`src/rtl/key_conditioner.sv`:
```
// Push-button conditioner: synchronizer, press/release debounce,
// long-press detection with auto-repeat, and a stretched IRQ pulse.
module key_conditioner #(
  parameter int unsigned DEBOUNCE_CYCLES = 32'd1000000,
  parameter int unsigned LONG_CYCLES     = 32'd50000000,
  parameter int unsigned REPEAT_CYCLES   = 32'd12500000,
  parameter int unsigned IRQ_STRETCH     = 32'd4,
  parameter bit          IRQ_ON_REPEAT   = 1'b1
) (
  input  logic clk_clk,
  input  logic reset_reset_n,
  input  logic key_n,
  output logic btn_level,
  output logic press_pulse,
  output logic release_pulse,
  output logic long_pulse,
  output logic repeat_pulse,
  output logic irq_out
);

  localparam int unsigned DBW =
    (DEBOUNCE_CYCLES > 1) ? $clog2(DEBOUNCE_CYCLES) : 1;
  localparam int unsigned HW =
    (LONG_CYCLES > 1) ? $clog2(LONG_CYCLES) : 1;
  localparam int unsigned RW =
    (REPEAT_CYCLES > 1) ? $clog2(REPEAT_CYCLES) : 1;
  localparam int unsigned SW = $clog2(IRQ_STRETCH + 1);

  localparam logic [DBW-1:0] DB_LAST = DBW'(DEBOUNCE_CYCLES - 1);
  localparam logic [HW-1:0] HOLD_LAST = HW'(LONG_CYCLES - 1);
  localparam logic [RW-1:0] REP_LAST = RW'(REPEAT_CYCLES - 1);
  localparam logic [SW-1:0] STRETCH = SW'(IRQ_STRETCH);

  typedef enum logic [2:0] {
    IDLE,
    DB_PRESS,
    PRESSED,
    HELD,
    DB_RELEASE
  } state_e;

  state_e         state_q, state_d;
  logic           sync1_q, sync_n_q;
  logic           ret_held_q, ret_held_d;
  logic [DBW-1:0] db_cnt_q, db_cnt_d;
  logic [HW-1:0]  hold_cnt_q, hold_cnt_d;
  logic [RW-1:0]  rep_cnt_q, rep_cnt_d;
  logic [SW-1:0]  irq_cnt_q, irq_cnt_d;
  logic           press_q, press_d;
  logic           release_q, release_d;
  logic           long_q, long_d;
  logic           repeat_q, repeat_d;
  logic           irq_fire;

  always_comb begin
    state_d    = state_q;
    ret_held_d = ret_held_q;
    db_cnt_d   = db_cnt_q;
    hold_cnt_d = hold_cnt_q;
    rep_cnt_d  = rep_cnt_q;
    press_d    = 1'b0;
    release_d  = 1'b0;
    long_d     = 1'b0;
    repeat_d   = 1'b0;
    unique case (state_q)
      IDLE: begin
        if (!sync_n_q) begin
          state_d  = DB_PRESS;
          db_cnt_d = '0;
        end
      end
      DB_PRESS: begin
        if (sync_n_q) begin
          state_d = IDLE;
        end else if (db_cnt_q == DB_LAST) begin
          state_d    = PRESSED;
          hold_cnt_d = '0;
          press_d    = 1'b1;
        end else begin
          db_cnt_d = db_cnt_q + DBW'(1);
        end
      end
      PRESSED: begin
        if (sync_n_q) begin
          state_d    = DB_RELEASE;
          ret_held_d = 1'b0;
          db_cnt_d   = '0;
        end else if (hold_cnt_q == HOLD_LAST) begin
          state_d   = HELD;
          rep_cnt_d = '0;
          long_d    = 1'b1;
        end else begin
          hold_cnt_d = hold_cnt_q + HW'(1);
        end
      end
      HELD: begin
        if (sync_n_q) begin
          state_d    = DB_RELEASE;
          ret_held_d = 1'b1;
          db_cnt_d   = '0;
        end else if (rep_cnt_q == REP_LAST) begin
          rep_cnt_d = '0;
          repeat_d  = 1'b1;
        end else begin
          rep_cnt_d = rep_cnt_q + RW'(1);
        end
      end
      DB_RELEASE: begin
        // a bounce back to pressed resumes with frozen hold/repeat counts
        if (!sync_n_q) begin
          state_d = ret_held_q ? HELD : PRESSED;
        end else if (db_cnt_q == DB_LAST) begin
          state_d   = IDLE;
          release_d = 1'b1;
        end else begin
          db_cnt_d = db_cnt_q + DBW'(1);
        end
      end
      default: state_d = IDLE;
    endcase
  end

  assign irq_fire = press_d | (IRQ_ON_REPEAT & repeat_d);

  always_comb begin
    irq_cnt_d = irq_cnt_q;
    if (irq_fire) begin
      irq_cnt_d = STRETCH;
    end else if (irq_cnt_q != '0) begin
      irq_cnt_d = irq_cnt_q - SW'(1);
    end
  end

  always_ff @(posedge clk_clk or negedge reset_reset_n) begin
    if (!reset_reset_n) begin
      sync1_q    <= 1'b1;
      sync_n_q   <= 1'b1;
      state_q    <= IDLE;
      ret_held_q <= 1'b0;
      db_cnt_q   <= '0;
      hold_cnt_q <= '0;
      rep_cnt_q  <= '0;
      irq_cnt_q  <= '0;
      press_q    <= 1'b0;
      release_q  <= 1'b0;
      long_q     <= 1'b0;
      repeat_q   <= 1'b0;
    end else begin
      sync1_q    <= key_n;
      sync_n_q   <= sync1_q;
      state_q    <= state_d;
      ret_held_q <= ret_held_d;
      db_cnt_q   <= db_cnt_d;
      hold_cnt_q <= hold_cnt_d;
      rep_cnt_q  <= rep_cnt_d;
      irq_cnt_q  <= irq_cnt_d;
      press_q    <= press_d;
      release_q  <= release_d;
      long_q     <= long_d;
      repeat_q   <= repeat_d;
    end
  end

  assign btn_level = (state_q == PRESSED) ||
                     (state_q == HELD) ||
                     (state_q == DB_RELEASE);
  assign press_pulse   = press_q;
  assign release_pulse = release_q;
  assign long_pulse    = long_q;
  assign repeat_pulse  = repeat_q;
  assign irq_out       = (irq_cnt_q != '0);

endmodule

```
`config.mk`:
```
export PLATFORM = sky130hd
export DESIGN_NAME = key_conditioner
export DESIGN_NICKNAME = d
export VERILOG_FILES = /design/src/rtl/key_conditioner.sv
export SDC_FILE = /design/constraint.sdc
export NUM_CORES = 1
export LEC_CHECK = 0
export CORE_MARGIN = 1
export CORE_UTILIZATION = 25
export DETAILED_ROUTE_END_ITERATION = 12
export DONT_BUFFER_PORTS = 1
export PLACE_DENSITY_LB_ADDON = 0.25
export SLEW_MARGIN = 20
export SYNTH_ARGS = -nofsm -noshare
export SYNTH_HDL_FRONTEND = slang
export SYNTH_SLANG_ARGS = --single-unit
```
`constraint.sdc`:
```
create_clock -name clk_clk -period 4.3 [get_ports clk_clk]
set_clock_uncertainty 0.1 [all_clocks]
set_input_delay 0.645 -clock clk_clk [delete_from_list [all_inputs] [get_ports clk_clk]]
set_output_delay 0.645 -clock clk_clk [all_outputs]
set_load 0.02 [all_outputs]
```
==> run_results.csv, run 1 <==
group,metric,value,unit
global_route,grt.busiest_layer,"met2",
logic_synthesis,synth_nets,542,
timing,relSlewSlack,32.67,%
clocking,cts_hold_buf,1,
logic_synthesis,synth-seq-cells,83,
clocking,cts_resized,0,
timing,rsz0062_at_grt,"false",
finish,nets,530,
logic_synthesis,yosysTopAreaCellShare,42.97,%
timing,drv_slew,0,
pwr,p_leak,0.001945,uW
critical_path,crit_path_end_kind,"flop",
timing,post-route-period-util,68.41,%
pwr,power_density,305.4,nW/um^2
floorplan,start_util,25.91,%
timing,fin_crit,2.941,ns
logic_synthesis,synth_top_cell_by_area,"dfrtp_1",
critical_path,path_max_fanout,19,
global_route,grt_use_met3,3.544,%
global_route,grt_pass1_vias,4032,
clocking,cts_buffer_depth,2,
clocking,cts_tree,"done",
logic_synthesis,synth_warnings,0,
critical_path,critPathRequiredTime,4.39,ns
logic_synthesis,synth_area_leaders,"dfrtp_1 43%, a21oi_1 4.6%, nand2_1 4.5%, o21ai_0 3.4%, nand3_1 3.2%",
timing,tns,0,ns
finish,n_antenna_cell,0,
logic_synthesis,synthCells,534,
floorplan,core_area,18210,sq um
clocking,numCtsBuffers,9,
critical_path,cp.arrival,3.03,ns
critical_path,setup.worst_path.start_class,"flop",
global_route,use_met1,17.98,%
placement,io_buffers,0,
clocking,cts_root_buf,"clkbuf_16",
timing,worstMarginPinSlew,1.010,ns
global_route,grtUsageTotal,13.48,%
global_route,gr-total-overflow,0,
clocking,clkSinkCount,83,
clocking,cts_setup_buffers,0,
logic_synthesis,synth-async-reset-ratio,100.0,%
timing,hold_violations,0,
placement,dpl_cell_area,4928,sq um
logic_synthesis,synth.most_common_cell,"dfrtp_1",
worst_hold_path,hp-class,"input port to async pin",
clocking,clkLatencyLatePin,0.35,ns
drt,drtIter0Drc,395,
pwr,ir_drop,0.2034,mV
critical_path,crit_type,"flop to flop",
floorplan,pin_count,9,
logic_synthesis,synth_edf_count,0,
timing,finalSetupViolations,0,
drt,wl_per_cell,15.88,microns
clocking,h-tree-depth,3,
finish,areaGrowthSynthToFinish,10.95,%
run,drv_cap,0,
placement,gp_congestion,0.8017,
drt,drc,0,
logic_synthesis,yosysUniqueCellTypes,59,
floorplan,rows,49,
drt,drt-total-wl,12010,microns
logic_synthesis,syn_area,4717,sq um
logic_synthesis,syn_area_per_cell,8.833,sq um
global_route,antenna_found_initial,0,
placement,dpl.hpwl,7738,microns
timing,clock.fmax,0.3400,GHz
global_route,grt_max_degree,82,
logic_synthesis,synth_seq_area_share,44.08,%
finish,drive_gt1_share,6.831,%
drt,ant_nets,0,
global_route,grt_pass1_wl,20930,microns
timing,hold_ws,0.03718,ns
floorplan,fp.dieW,139.4,microns
finish,fill_cells,1900,
drt,dr_total_vias,4143,
drt,drt-pass1-iter-count,4,
logic_synthesis,ys_top_cells_by_count,"81 x dfrtp_1, 57 x nand2_1, 43 x a21oi_1",
finish,stdcell_area,5234,sq um
logic_synthesis,synth_top_flop_cell,"dfrtp_1",
outcome,outcome,"finished clean",
clocking,clkTransAtPathRegs,0.06,ns
floorplan,dieArea,19420,sq um
drt,viasPerCell,5.480,
floorplan,fp.dieH,139.4,microns
global_route,use_met2,20.68,%
==> critical path, stage by stage (launching register included) <==
cell and delay [ns]:
dfrtp_1 0.42, ha_1 0.24, nand3_1 0.17, nor4_2 0.78
nand3_1 0.19, a21oi_2 0.79, a21oi_1 0.09
==> power breakdown <==
part	internal, uW	switching, uW
logic	15.6	46.3
registers	786	8.74
clock network	394	347
==> metrics by stage <==
step | setup WS [ns] | cells | total power (uW) | utilization, %
2_1_floorplan | 1.886 | 534 | 842.3 | -
3_3_place_gp | 1.469 | 739 | 852.5 | 27.07
3_5_place_dp | 1.355 | 739 | 853.8 | 27.07
4_1_cts | 1.338 | 756 | 1631 | 28.74
5_1_grt | 1.105 | 756 | 1666 | 28.74
6_report | 1.359 | 756 | 1598 | 28.74
==> routing by layer <==
metal | share of wire [%] | up-vias | wire length (microns)
met5 | 0 | - | 0
met4 | 2.2 | 0 | 266
met3 | 4.0 | 15 | 483
met2 | 46 | 70 | 5494
met1 | 48 | 2030 | 5765
li1 | - | 2028 | -
==> cells by family (layout without fill, tap and decap cells) <==
logic type	Yosys count	after routing	share of synthesized area [%]
simple gates	231	231	27.32
compound gates	165	165	22.31
flops	83	83	44.08
buf+inv	44	37	3.687
fa+ha+maj	5	5	1.326
mux	4	4	0.9018
xor+xnor	2	2	0.3714
==> placed cells by master, fill, tap and decap left out, types with 12 or more instances in the layout <==
cell	count
a31oi_1	22
nand3_1	30
o21ai_0	32
inv_1	17
o211ai_1	12
dfrtp_1	81
nor2_1	25
nand2_1	57
a21oi_1	43
nand4_1	20
or4_1	20
or3_1	18
==> flip-flops by register name, summed over array words and instances, names as in the netlist <==
signal         cells
sync_n_q           1
db_cnt_q          20
state_q            3
irq_cnt_q          3
ret_held_q         1
sync1_q            1
press_pulse        1
release_pulse      1
repeat_pulse       1
hold_cnt_q        26
rep_cnt_q         24
long_pulse         1
==> area by class of cell <==
cell class / instances / area (sq um) / area share (%)
multi-input cells: 407 / 2476 / 47.31
well taps: 229 / 286.5 / 5.475
clock inverters: 7 / 52.55 / 1.004
inverters: 17 / 63.81 / 1.219
repair buffers: 4 / 50.05 / 0.9563
clock buffers: 9 / 225.2 / 4.303
flip-flops and latches: 83 / 2079 / 39.73
==> path summary, 6_finish.rpt <==
kind                       cells past startpoint          start            to  slack [ns]
setup reg to reg                               6  hold_cnt_q[0]  rep_cnt_q[7]        1.36
hold / removal                                 0  reset_reset_n       sync1_q        0.04
min in group clk_clk                           0          key_n       sync1_q        0.19
hold reg to reg                                0        sync1_q      sync_n_q        0.26
setup / recovery                               6  hold_cnt_q[0]  rep_cnt_q[7]        1.36
max in group asynchronous                      1  reset_reset_n  db_cnt_q[10]        3.67
(Power assumes the default switching activity.)
==> run 2: changes to the inputs <==
==> constraint.sdc (replaced) <==
create_clock -name clk_clk -period 2.4 [get_ports clk_clk]
set_clock_uncertainty 0.1 [all_clocks]
set_input_delay 0.36 -clock clk_clk [delete_from_list [all_inputs] [get_ports clk_clk]]
set_output_delay 0.36 -clock clk_clk [all_outputs]
set_load 0.02 [all_outputs]
==> run 2 against run 1 <==
Via count up 8.4%. Critical path type unchanged. First-iteration DRC count shrank 21%. Hold slack gained 0.22 ns. Largest power group is now the clock network. Wire length grew 9.9%. Cell area grew 16%. Clock power grew 95%. Combinational power increased by 150%. Register-to-register slack worse by 1.3 ns. Cell count is 10% higher.
==> run_results.csv, run 2 (synthesis gave the netlist of run 1 again) <==
group,metric,value,unit
timing,hold_violations,0,
finish,layout_common_cells,"81 x dfrtp_1, 65 x buf_4, 57 x nand2_1",
timing,rsz0062_at_grt,"true",
critical_path,critPathRequiredTime,2.57,ns
clocking,numCtsBuffers,9,
finish,largest_reg_flops,26,
floorplan,fp.dieW,139.4,microns
clocking,cts_buffer_depth,2,
clocking,h-tree-depth,3,
run,drv_cap,0,
outcome,outcome,"finished clean",
pwr,power_density,498.1,nW/um^2
global_route,grt_pass1_wl,21840,microns
drt,viasPerCell,5.398,
clocking,cts_root_buf,"clkbuf_16",
critical_path,critical_path.top_delay_family,"simple AND/OR/NAND/NOR gates",
timing,fin_ws,0.06331,ns
clocking,clkTransAtPathRegs,0.06,ns
drt,wl_per_cell,15.87,microns
placement,io_buffers,0,
timing,fin_crit,2.337,ns
critical_path,reg2reg_depth,8,
global_route,grt_max_degree,84,
drt,drt-total-wl,13200,microns
placement,dpl_cell_area,5469,sq um
drt,ant_nets,0,
placement,dp_slack,-0.1197,ns
drt,drc,0,
clocking,clkSinkCount,83,
worst_hold_path,hp-class,"flop to flop",
floorplan,core_area,18210,sq um
drt,drt-pass1-iter-count,4,
critical_path,max_stage_delay,0.55,ns
finish,largestRegisters,"hold_cnt_q: 26 flops, rep_cnt_q: 24 flops, db_cnt_q: 20 flops",
timing,finalSetupViolations,0,
finish,nets,606,
timing,worstMarginPinSlew,0.5855,ns
global_route,gr-total-overflow,0,
critical_path,cp.depth,8,
timing,relSlewSlack,60.96,%
pwr,ir_drop,0.3419,mV
critical_path,crit_type,"flop to flop",
timing,drv_slew,0,
timing,hold_ws,0.2556,ns
critical_path,crit_path_end_kind,"flop",
placement,dpl.hpwl,8772,microns
finish,fill_cells,1828,
critical_path,r2r_slack,0.06,ns
timing,post-route-period-util,97.36,%
critical_path,cp.arrival,2.50,ns
timing,clock.fmax,0.4280,GHz
critical_path,worstSetupEndpoint,"hold_cnt_q[19]",
clocking,clkLatencyLatePin,0.35,ns
placement,gp_congestion,0.7876,
critical_path,setup.worst_path.start_class,"flop",
global_route,antenna_found_initial,0,
critical_path,critical_path.cell_chain,"or4_4 > nor4_4 > buf_6 > buf_8 > a21oi_4 > o21a_4 > clkbuf_16 > o211ai_1",
critical_path,path_max_fanout,6,
drt,dr_total_vias,4491,
floorplan,dieArea,19420,sq um
critical_path,slowest_stage,"or4_4",
critical_path,r2r-start,"hold_cnt_q[10]",
pwr,design_power_total,3026,uW
clocking,cts_tree,"done",
floorplan,start_util,25.91,%
finish,areaGrowthSynthToFinish,28.78,%
pwr,p_leak,0.002409,uW
floorplan,fp.dieH,139.4,microns
finish,stdcell_area,6075,sq um
floorplan,rows,49,
finish,drive_gt1_share,21.06,%
finish,n_antenna_cell,0,
finish,largest-register,"hold_cnt_q",
global_route,grtUsageTotal,14.02,%
drt,drtIter0Drc,313,
critical_path,r2r-end,"hold_cnt_q[19]",
critical_path,critPathLaunch,"hold_cnt_q[10]",
critical_path,critical_path_buf_inv_count,3,
global_route,grt_pass1_vias,4424,
timing,tns,0,ns
floorplan,pin_count,9,
finish,layout_commonest_cell,"dfrtp_1",
## run 2: what timing repair did
action                                  CTS  global route
gates cloned                              1             4
endpoints found under the setup margin   16            36
gates resized for setup                   2            27
hold endpoints to repair                 84             0
hold buffers                              3             0
setup buffers                             1             2
pin swaps                                 2            12
## run 2: layer usage
metal / routed length [microns] / track usage (%)
met1: 6333 / 17.80
met3: 380 / 3.372
met2: 6304 / 23.12
met5: 0 / 0
met4: 183 / 5.029
## run 2: layout make-up
| cell class | count | area, sq um | area share (%) |
|---|---|---|---|
| inverters | 17 | 63.81 | 1.050 |
| clock inverters | 3 | 46.29 | 0.7621 |
| flip-flops and latches | 83 | 2079 | 34.23 |
| well taps | 229 | 286.5 | 4.717 |
| clock buffers | 13 | 260.3 | 4.284 |
| multi-input cells | 409 | 2639 | 43.44 |
| repair buffers | 78 | 699.4 | 11.51 |
## run 2: power by group
group / internal [uW] / switching (uW)
Combinational: 53.2 / 101
Sequential: 1410 / 10.3
Clock: 866 / 586
Total: 2330 / 698
## run 2: per-stage QoR
step	utilization, %	std cells
after CTS	32.14	826
after detailed placement	30.04	805
final	33.36	832
after floorplan	-	534
after global routing	33.36	832
after global placement	29.97	804
## run 2: worst register-to-register path, stage by stage, from the launching register on
cell and delay (ns):
dfrtp_1 0.38, or4_4 0.55, nor4_4 0.28, buf_6 0.17, buf_8 0.13, a21oi_4 0.05, o21a_4 0.24, clkbuf_16 0.17
o211ai_1 0.17
## run 2: worst min-delay path by stage
stage,start,to,slack [ns],cells past startpoint
finish,sync1_q,sync_n_q,0.26,0
CTS,sync1_q,sync_n_q,0.26,0
global route,sync1_q,sync_n_q,0.27,0
detailed placement,reset_reset_n,rep_cnt_q[21],-0.03,0
global placement,reset_reset_n,rep_cnt_q[21],-0.03,0
floorplan,reset_reset_n,db_cnt_q[0],-0.04,0
